## src/rtl/game_ctrl_pkg.sv

```systemverilog
// Shared state encodings and default constants for the dinosaur runner.
// Render and obstacle blocks import this to decode state and speed.
package game_ctrl_pkg;

   typedef enum logic [1:0] {
      GS_IDLE   = 2'd0,
      GS_RUN    = 2'd1,
      GS_PAUSED = 2'd2,
      GS_OVER   = 2'd3
   } gstate_e;

   localparam int GC_SCORELEN  = 9;
   localparam int GC_SCORE_W   = GC_SCORELEN + 1;
   localparam int GC_SPD_W     = 4;
   localparam int GC_SPD_BASE  = 1;
   localparam int GC_SPD_MAX   = 8;
   localparam int GC_SPD_STEP  = 50;
   localparam int GC_OVER_HOLD = 30;

endpackage

```

## src/rtl/game_ctrl_btn_edge.sv

```systemverilog
// Rising-edge detector; the previous-value register resets high so a
// button held through reset does not produce an edge.
module btn_edge (
   input  logic clk3,
   input  logic reset,
   input  logic btn_i,
   output logic rise_o
);

   logic prev_q;

   always_ff @(posedge clk3 or posedge reset) begin
      if (reset) prev_q <= 1'b1;
      else       prev_q <= btn_i;
   end

   assign rise_o = btn_i & ~prev_q;

endmodule

```

## src/rtl/game_ctrl.sv

```systemverilog
// Game sequencer: run/pause/over control, restart clear, speed
// scheduling from the live score and session high score.
module game_ctrl
   import game_ctrl_pkg::*;
#(
   parameter int SCORE_W   = GC_SCORE_W,
   parameter int SPD_W     = GC_SPD_W,
   parameter int SPD_BASE  = GC_SPD_BASE,
   parameter int SPD_MAX   = GC_SPD_MAX,
   parameter int SPD_STEP  = GC_SPD_STEP,
   parameter int OVER_HOLD = GC_OVER_HOLD
) (
   input  logic               clk3,
   input  logic               reset,
   input  logic               btn_jump,
   input  logic               btn_pause,
   input  logic               collide,
   input  logic [SCORE_W-1:0] score,
   output logic               start,
   output logic               pause,
   output logic               clr_n,
   output logic               game_over,
   output logic [SPD_W-1:0]   speed,
   output logic [SCORE_W-1:0] high_score,
   output logic [1:0]         state
);

   localparam int HOLD_W = $clog2(OVER_HOLD + 1);
   localparam int THR_W  = SCORE_W + 1;

   localparam logic [HOLD_W-1:0] HOLD_MAX = HOLD_W'(OVER_HOLD);
   localparam logic [SPD_W-1:0]  SPD_B    = SPD_W'(SPD_BASE);
   localparam logic [SPD_W-1:0]  SPD_M    = SPD_W'(SPD_MAX);
   localparam logic [THR_W-1:0]  THR_STEP = THR_W'(SPD_STEP);

   gstate_e             state_q, state_d;
   logic [HOLD_W-1:0]   hold_q, hold_d;
   logic [THR_W-1:0]    thr_q, thr_d;
   logic [SPD_W-1:0]    spd_q, spd_d;
   logic [SCORE_W-1:0]  hs_q, hs_d;
   logic                clr_n_q, clr_n_d;
   logic                restart;
   logic                jump_rise;
   logic                pause_rise;

   btn_edge u_jump_edge (
      .clk3   (clk3),
      .reset  (reset),
      .btn_i  (btn_jump),
      .rise_o (jump_rise)
   );

   btn_edge u_pause_edge (
      .clk3   (clk3),
      .reset  (reset),
      .btn_i  (btn_pause),
      .rise_o (pause_rise)
   );

   always_ff @(posedge clk3 or posedge reset) begin
      if (reset) begin
         state_q <= GS_IDLE;
         hold_q  <= '0;
         thr_q   <= '0;
         spd_q   <= SPD_B;
         hs_q    <= '0;
         clr_n_q <= 1'b1;
      end else begin
         state_q <= state_d;
         hold_q  <= hold_d;
         thr_q   <= thr_d;
         spd_q   <= spd_d;
         hs_q    <= hs_d;
         clr_n_q <= clr_n_d;
      end
   end

   always_comb begin
      state_d = state_q;
      restart = 1'b0;
      unique case (state_q)
         GS_IDLE: begin
            if (jump_rise) begin
               state_d = GS_RUN;
               restart = 1'b1;
            end
         end
         GS_RUN: begin
            // collision outranks a same-cycle pause press
            if (collide)         state_d = GS_OVER;
            else if (pause_rise) state_d = GS_PAUSED;
         end
         GS_PAUSED: begin
            if (pause_rise) state_d = GS_RUN;
         end
         GS_OVER: begin
            if (jump_rise && hold_q == HOLD_MAX) begin
               state_d = GS_RUN;
               restart = 1'b1;
            end
         end
         default: state_d = GS_IDLE;
      endcase
   end

   always_comb begin
      hold_d  = '0;
      spd_d   = spd_q;
      thr_d   = thr_q;
      hs_d    = hs_q;
      clr_n_d = ~restart;

      if (state_q == GS_OVER) begin
         hold_d = (hold_q == HOLD_MAX) ? hold_q : hold_q + 1'b1;
      end

      if (restart) begin
         spd_d = SPD_B;
         thr_d = THR_STEP;
      end else if (state_q == GS_RUN && {1'b0, score} >= thr_q
                   && spd_q < SPD_M) begin
         spd_d = spd_q + 1'b1;
         thr_d = thr_q + THR_STEP;
      end

      if (state_q == GS_RUN && state_d == GS_OVER && score > hs_q) begin
         hs_d = score;
      end
   end

   assign start      = (state_q == GS_RUN) || (state_q == GS_PAUSED);
   assign pause      = (state_q == GS_PAUSED);
   assign game_over  = (state_q == GS_OVER);
   assign clr_n      = clr_n_q;
   assign speed      = spd_q;
   assign high_score = hs_q;
   assign state      = state_q;

endmodule

```

## config.mk

```make
export PLATFORM = sky130hd
export DESIGN_NAME = game_ctrl
export DESIGN_NICKNAME = d
export VERILOG_FILES = /design/src/rtl/game_ctrl_pkg.sv /design/src/rtl/game_ctrl_btn_edge.sv /design/src/rtl/game_ctrl.sv
export SDC_FILE = /design/constraint.sdc
export NUM_CORES = 1
export LEC_CHECK = 0
export CAP_MARGIN = 20
export CORE_UTILIZATION = 40
export CTS_CLUSTER_DIAMETER = 40
export DETAILED_ROUTE_END_ITERATION = 10
export GPL_TIMING_DRIVEN = 0
export PLACE_DENSITY = 0.73
export SLEW_MARGIN = 20
export SYNTH_ARGS = -nofsm -noshare
export SYNTH_HDL_FRONTEND = slang
export SYNTH_SLANG_ARGS = --single-unit
```

## constraint.sdc

```tcl
create_clock -name clk3 -period 2.89 [get_ports clk3]
set_clock_uncertainty 0.15 [all_clocks]
set_input_delay 0.867 -clock clk3 [delete_from_list [all_inputs] [get_ports clk3]]
set_output_delay 0.867 -clock clk3 [all_outputs]
set_load 0.03 [all_outputs]
```

; Word level (Yosys, flattened, before mapping)
; Cells that the tools add are included.
[op_classes]
n_addsub = 3
magnitude_cmp = 3
n_eq_ne = 6
n_mux = 15
bitwise = 5
n_reduce_logical = 8
[ops]
columns = op, count
row1 = 11-bit 2-to-1 mux, 2
row2 = 11-bit by 6-bit adder with 11-bit output (second input constant), 1
row3 = 10-bit by 11-bit greater-or-equal comparator with 1-bit output, 1
row4 = 10-bit greater-than comparator, 1
row5 = 2-bit 2-to-1 mux, 5
row6 = 5-bit 2-to-1 mux, 2
row7 = 4-bit 2-to-1 mux, 2
row8 = 2-bit one-hot mux with 4 select lines, 1
row9 = 2-bit equality test (second input constant), 3
row10 = 5-bit by 1-bit adder with 5-bit output (second input constant), 1
row11 = 5-bit equality test (second input constant), 1
row12 = 1-bit logical AND, 5
row13 = 4-bit by 1-bit adder with 4-bit output (second input constant), 1
row14 = 4-bit < comparator (second input constant), 1
row15 = 1-bit inverter, 3
row16 = 1-bit AND, 2
row17 = 2-bit by 1-bit equality test with 1-bit output (second input constant), 1
row18 = 2-bit logical NOT, 1
row19 = 1-bit 2-to-1 mux, 2
row20 = 2-bit inequality test (second input constant), 1
row21 = 1-bit one-hot mux with 2 select lines, 1
row22 = 2-bit nonzero test, 1
row23 = 1-bit logical OR, 1
[word_totals]
ff_bits = 35
output_inout_bits = 20
wordCells = 48

; Longest topological paths before layout
[logic_depth]
ltp_word = 8
depth_mapped = 8
depth_no_buf = 8

; Hierarchy
; From an unflattened synthesis, not the netlist that was laid out.
[unflattened]
hier_cells = 209
area_unflattened_um2 = 2165.8
[modules_own_cells]
columns = module, n_inst, cells_per_inst, area_each_um2
row1 = game_ctrl, 1, 203, 2078.2
row2 = btn_edge, 2, 3, 43.8

; Least setup slack after synthesis
; No wires, ideal clock.
[synth_timing]
kind = input -> register
start = input score[9]
end = register thr_q[7]
arrival_ns = 2.557
t_required_ns = 2.662
path_slack_ns = 0.105
stages = 7
n_path_buf = 1
cell_sequence = ha_1 nand4b_4 a2111o_1 o211a_1 buf_6 or4_1 a21oi_1
[synth_between]
elab_chain_cells = 4
[synth_rtl]
columns = item, line
row1 = from (decl), game_ctrl.sv:18  ; input logic [SCORE_W-1:0] score,
row2 = 10-bit by 11-bit greater-or-equal comparator with 1-bit output, game_ctrl.sv:120  ; end else if (state_q == GS_RUN && {1'b0, score} >= thr_q
row3 = 1-bit logical AND, game_ctrl.sv:120
row4 = 1-bit logical AND, game_ctrl.sv:121  ; && spd_q < SPD_M) begin
row5 = 2-bit nonzero test (no source line), -
row6 = to (signal assigned), game_ctrl.sv:71  ; thr_q <= thr_d;
row7 = to (decl), game_ctrl.sv:38  ; logic [THR_W-1:0] thr_q, thr_d;
; No other way between the ends.
; A chain may end at the register's enable or synchronous reset.

; Worst setup path in the final report
[layout_timing]
start = input score[7]
end = register thr_q[7]
; The elaborated chain is that of the path after synthesis.

==> impl_metrics.ini <==
[sta]
setup_viol = 0
rsz0062_at_grt = no
finalSetupTns_ns = 0
finalMaxSlewViolations = 0
worst_slew_pin_slew_ns = 0.7045
hold_violations = 0
slew_headroom_pct = 52.97
period_share_pct = 97.73
setup_slack_ns = 0.06551
fin_crit_ns = 2.824
max_freq_mhz = 354.0

[floorplanning]
rows = 26
dieArea_um2 = 5690
coreArea_um2 = 5140
io_pins = 35
floorplan.initialDensity_pct = 41.97
die_x_um = 75.44
die_h_um = 75.44

[synth]
ys_ff_latch = 34
ys_seq_area_share_pct = 39.68
ys.flop_type = dfrtp_1
synth_area_um2 = 2157
postSynthCellCount = 217
synth_area_per_cell_um2 = 9.940
async_flop_share_pct = 100.0
yosysUniqueCellTypes = 38
yosys_warnings = 0
syn_nets = 260
synth_edf_count = 0

[clock_network]
cts_max_path_buffers = 2
cts_inserted_buffers = 5
cts.sinks = 34
root_buffer = clkbuf_8
clk_latency_ns = 0.28
cts-htree-levels = 2
clkTransAtPathRegs_ns = 0.07
tritoncts = yes

[placement]
pre_cts_ws_ns = -0.5144
port_buffers = 34
dp_hpwl_mm = 3.503
place.gp.congestion = 0.8045
dp.cells = 321

[cells_and_area]
n_antenna_cell = 0
final_cell_count_no_fill = 333
layout.nets = 305
layout-drive-gt1-share_pct = 13.69
areaGrowthSynthToFinish_pct = 27.44
fin_util_pct = 53.48
fillers = 487

[routing]
finalWirelength_mm = 4.684
wire_per_inst_um = 14.07
drt_iter0_drc = 68
detail-route-antenna-nets = 0
drc = 0
dr.pass1.iters = 4
via_per_inst = 5.360
vias = 1785

[power]
power_density_nw_per_um2 = 1018
vdd_drop_max_uv = 531.0
p_leak_nw = 1.257
total_power_w = 0.002797

[worst_setup_path]
reg2reg_depth = 8
crit_chain = dlygate4sd2_1 -> ha_4 -> nand4b_4 -> a2111o_1 -> o211a_1 -> buf_6 -> or4_4 -> a21oi_2
worstPathRequired_ns = 2.95
cp_max_fo = 10
slowest_stage = or4_4
path_delay_family = compound AO/OA/AOI/OAI gates
rrSetupSlack_ns = 0.42
slowest_delay_ns = 0.51
cp.arrival_ns = 2.88
worstReg2RegEnd = thr_q[7]$_DFFE_PP0P_
cp-end-kind = flip-flop
reg2reg_from = thr_q[7]$_DFFE_PP0P_
path_buf_inv = 2
critPathKind = input port to flip-flop
critPathLaunchType = input port

[global_routing]
grt_max_degree = 35
grt_overflow = 0
antenna_found_initial = 0
grt_first_pass_wirelength_mm = 8.017
grt_pass1_vias = 1855
grt_usage_pct = 18.61

[run_status]
status = finished clean

[min_path]
hold_path_depth = 1
hold_class = flip-flop to flip-flop
holdPathEnd = high_score[3]$_DFFE_PP0P_
hold_start = high_score[3]$_DFFE_PP0P_

[run]
drv_cap = 0
flip-flops by register name, summed over array words and instances, names as in the netlist:
| name | count |
|---|---|
| state | 2 |
| thr_q | 10 |
| high_score | 10 |
| hold_q | 5 |
| u_pause_edge.prev_q | 1 |
| speed | 4 |
| u_jump_edge.prev_q | 1 |
| clr_n | 1 |
worst max-delay path by stage:
stage	cells after the start	slack, ns	from	end
after global placement	8	-0.48	score[9]	thr_q[7]$_DFFE_PP0P_
after CTS	2	0.03	state[1]$_DFF_PP0_	game_over
after detailed placement	8	-0.51	score[9]	thr_q[7]$_DFFE_PP0P_
final	8	0.07	score[7]	thr_q[7]$_DFFE_PP0P_
after global routing	8	0.003	score[1]	thr_q[9]$_DFFE_PP0P_
after floorplan	7	0.11	score[9]	thr_q[7]$_DFFE_PP0P_
metal layers:
layer  vias up  wire length (um)  part of all wire (%)  GRT usage, %
met3         9               152                   3.2         3.836
met2        28              2337                    50         33.23
met5         -                 0                     0             0
met4         0                61                   1.3         6.173
li1        884                 -                     -             -
met1       864              2133                    46         22.35
metrics by stage:
stage | hold slack [ns] | cell area, um2
after floorplan | 0.3179 | 2157
after global placement | 0.3404 | 2585
after detailed placement | 0.3636 | 2585
after CTS | 0.3864 | 2724
after global routing | 0.4150 | 2749
final | 0.3848 | 2749
power breakdown:
part	leakage (nW)	switching [W]	total, W	internal (W)
Clock	0.0455	0.000163	0.000358	0.000194
Sequential	0.421	0.000165	0.000829	0.000664
Combinational	0.790	0.000915	0.00161	0.000696
repair_timing:
| action | CTS | global route |
|---|---|---|
| pin swaps | 3 | 2 |
| hold buffers | 0 | 0 |
| cloned | 0 | 0 |
| setup endpoints to repair | 23 | 5 |
| buffers inserted | 3 | 1 |
| hold endpoints to repair | 0 | 0 |
| gates resized for setup | 12 | 9 |
synthesized netlist by cell type (all sizes together) (4+ instances only):
library cell	instances	area share [%]
nand2	12	2.1
a21oi	17	3.9
dfstp	4	4.9
or3	5	1.5
inv	27	4.7
nor3	4	0.93
nor2	4	0.70
mux2	10	5.2
o31ai	5	1.7
o21ai	12	2.8
nand4	5	1.5
or4	4	1.4
ha	28	16
nand2b	4	1.2
nand3	10	2.3
dfrtp	30	35
final cells by class:
| cell class | count | area, um2 | share of cell area, % |
|---|---|---|---|
| Tap cell | 70 | 87.58 | 3.186 |
| Timing Repair Buffer | 38 | 361.6 | 13.15 |
| Clock buffer | 8 | 90.09 | 3.277 |
| Buffer | 4 | 22.52 | 0.8193 |
| Sequential cell | 34 | 855.8 | 31.13 |
| Multi-Input combinational cell | 152 | 1230 | 44.74 |
| Inverter | 27 | 101.3 | 3.687 |
placed cells by master (no fill, tap or decap), drive strengths merged, types with 3 or more instances in the layout:
cell type and instances:
clkbuf 12, and3 3, and4 3, inv 27
nand2 12, nor2 4, ha 28, a31oi 3
o31ai 5, clkdlybuf4s50 23, nand2b 4, nor3 4
dfstp 4, a21oi 17, or4 4, dlygate4sd2 7
buf 5, dfrtp 30, nand4 5, or3 5
o21ai 12, nand3 10, mux2 10
cell families (layout without fill, tap and decap cells):
group,count (synthesis),in the layout,synth area share [%]
adder cells (fa/ha/maj),28,28,16.24
AND/OR/NAND/NOR,59,59,15.95
AO/OA/AOI/OAI,54,54,16.71
buffers and inverters,31,77,5.743
multiplexers,11,11,5.685
flip-flops,34,34,39.68
No activity file was read; power rests on OpenSTA's default activity.
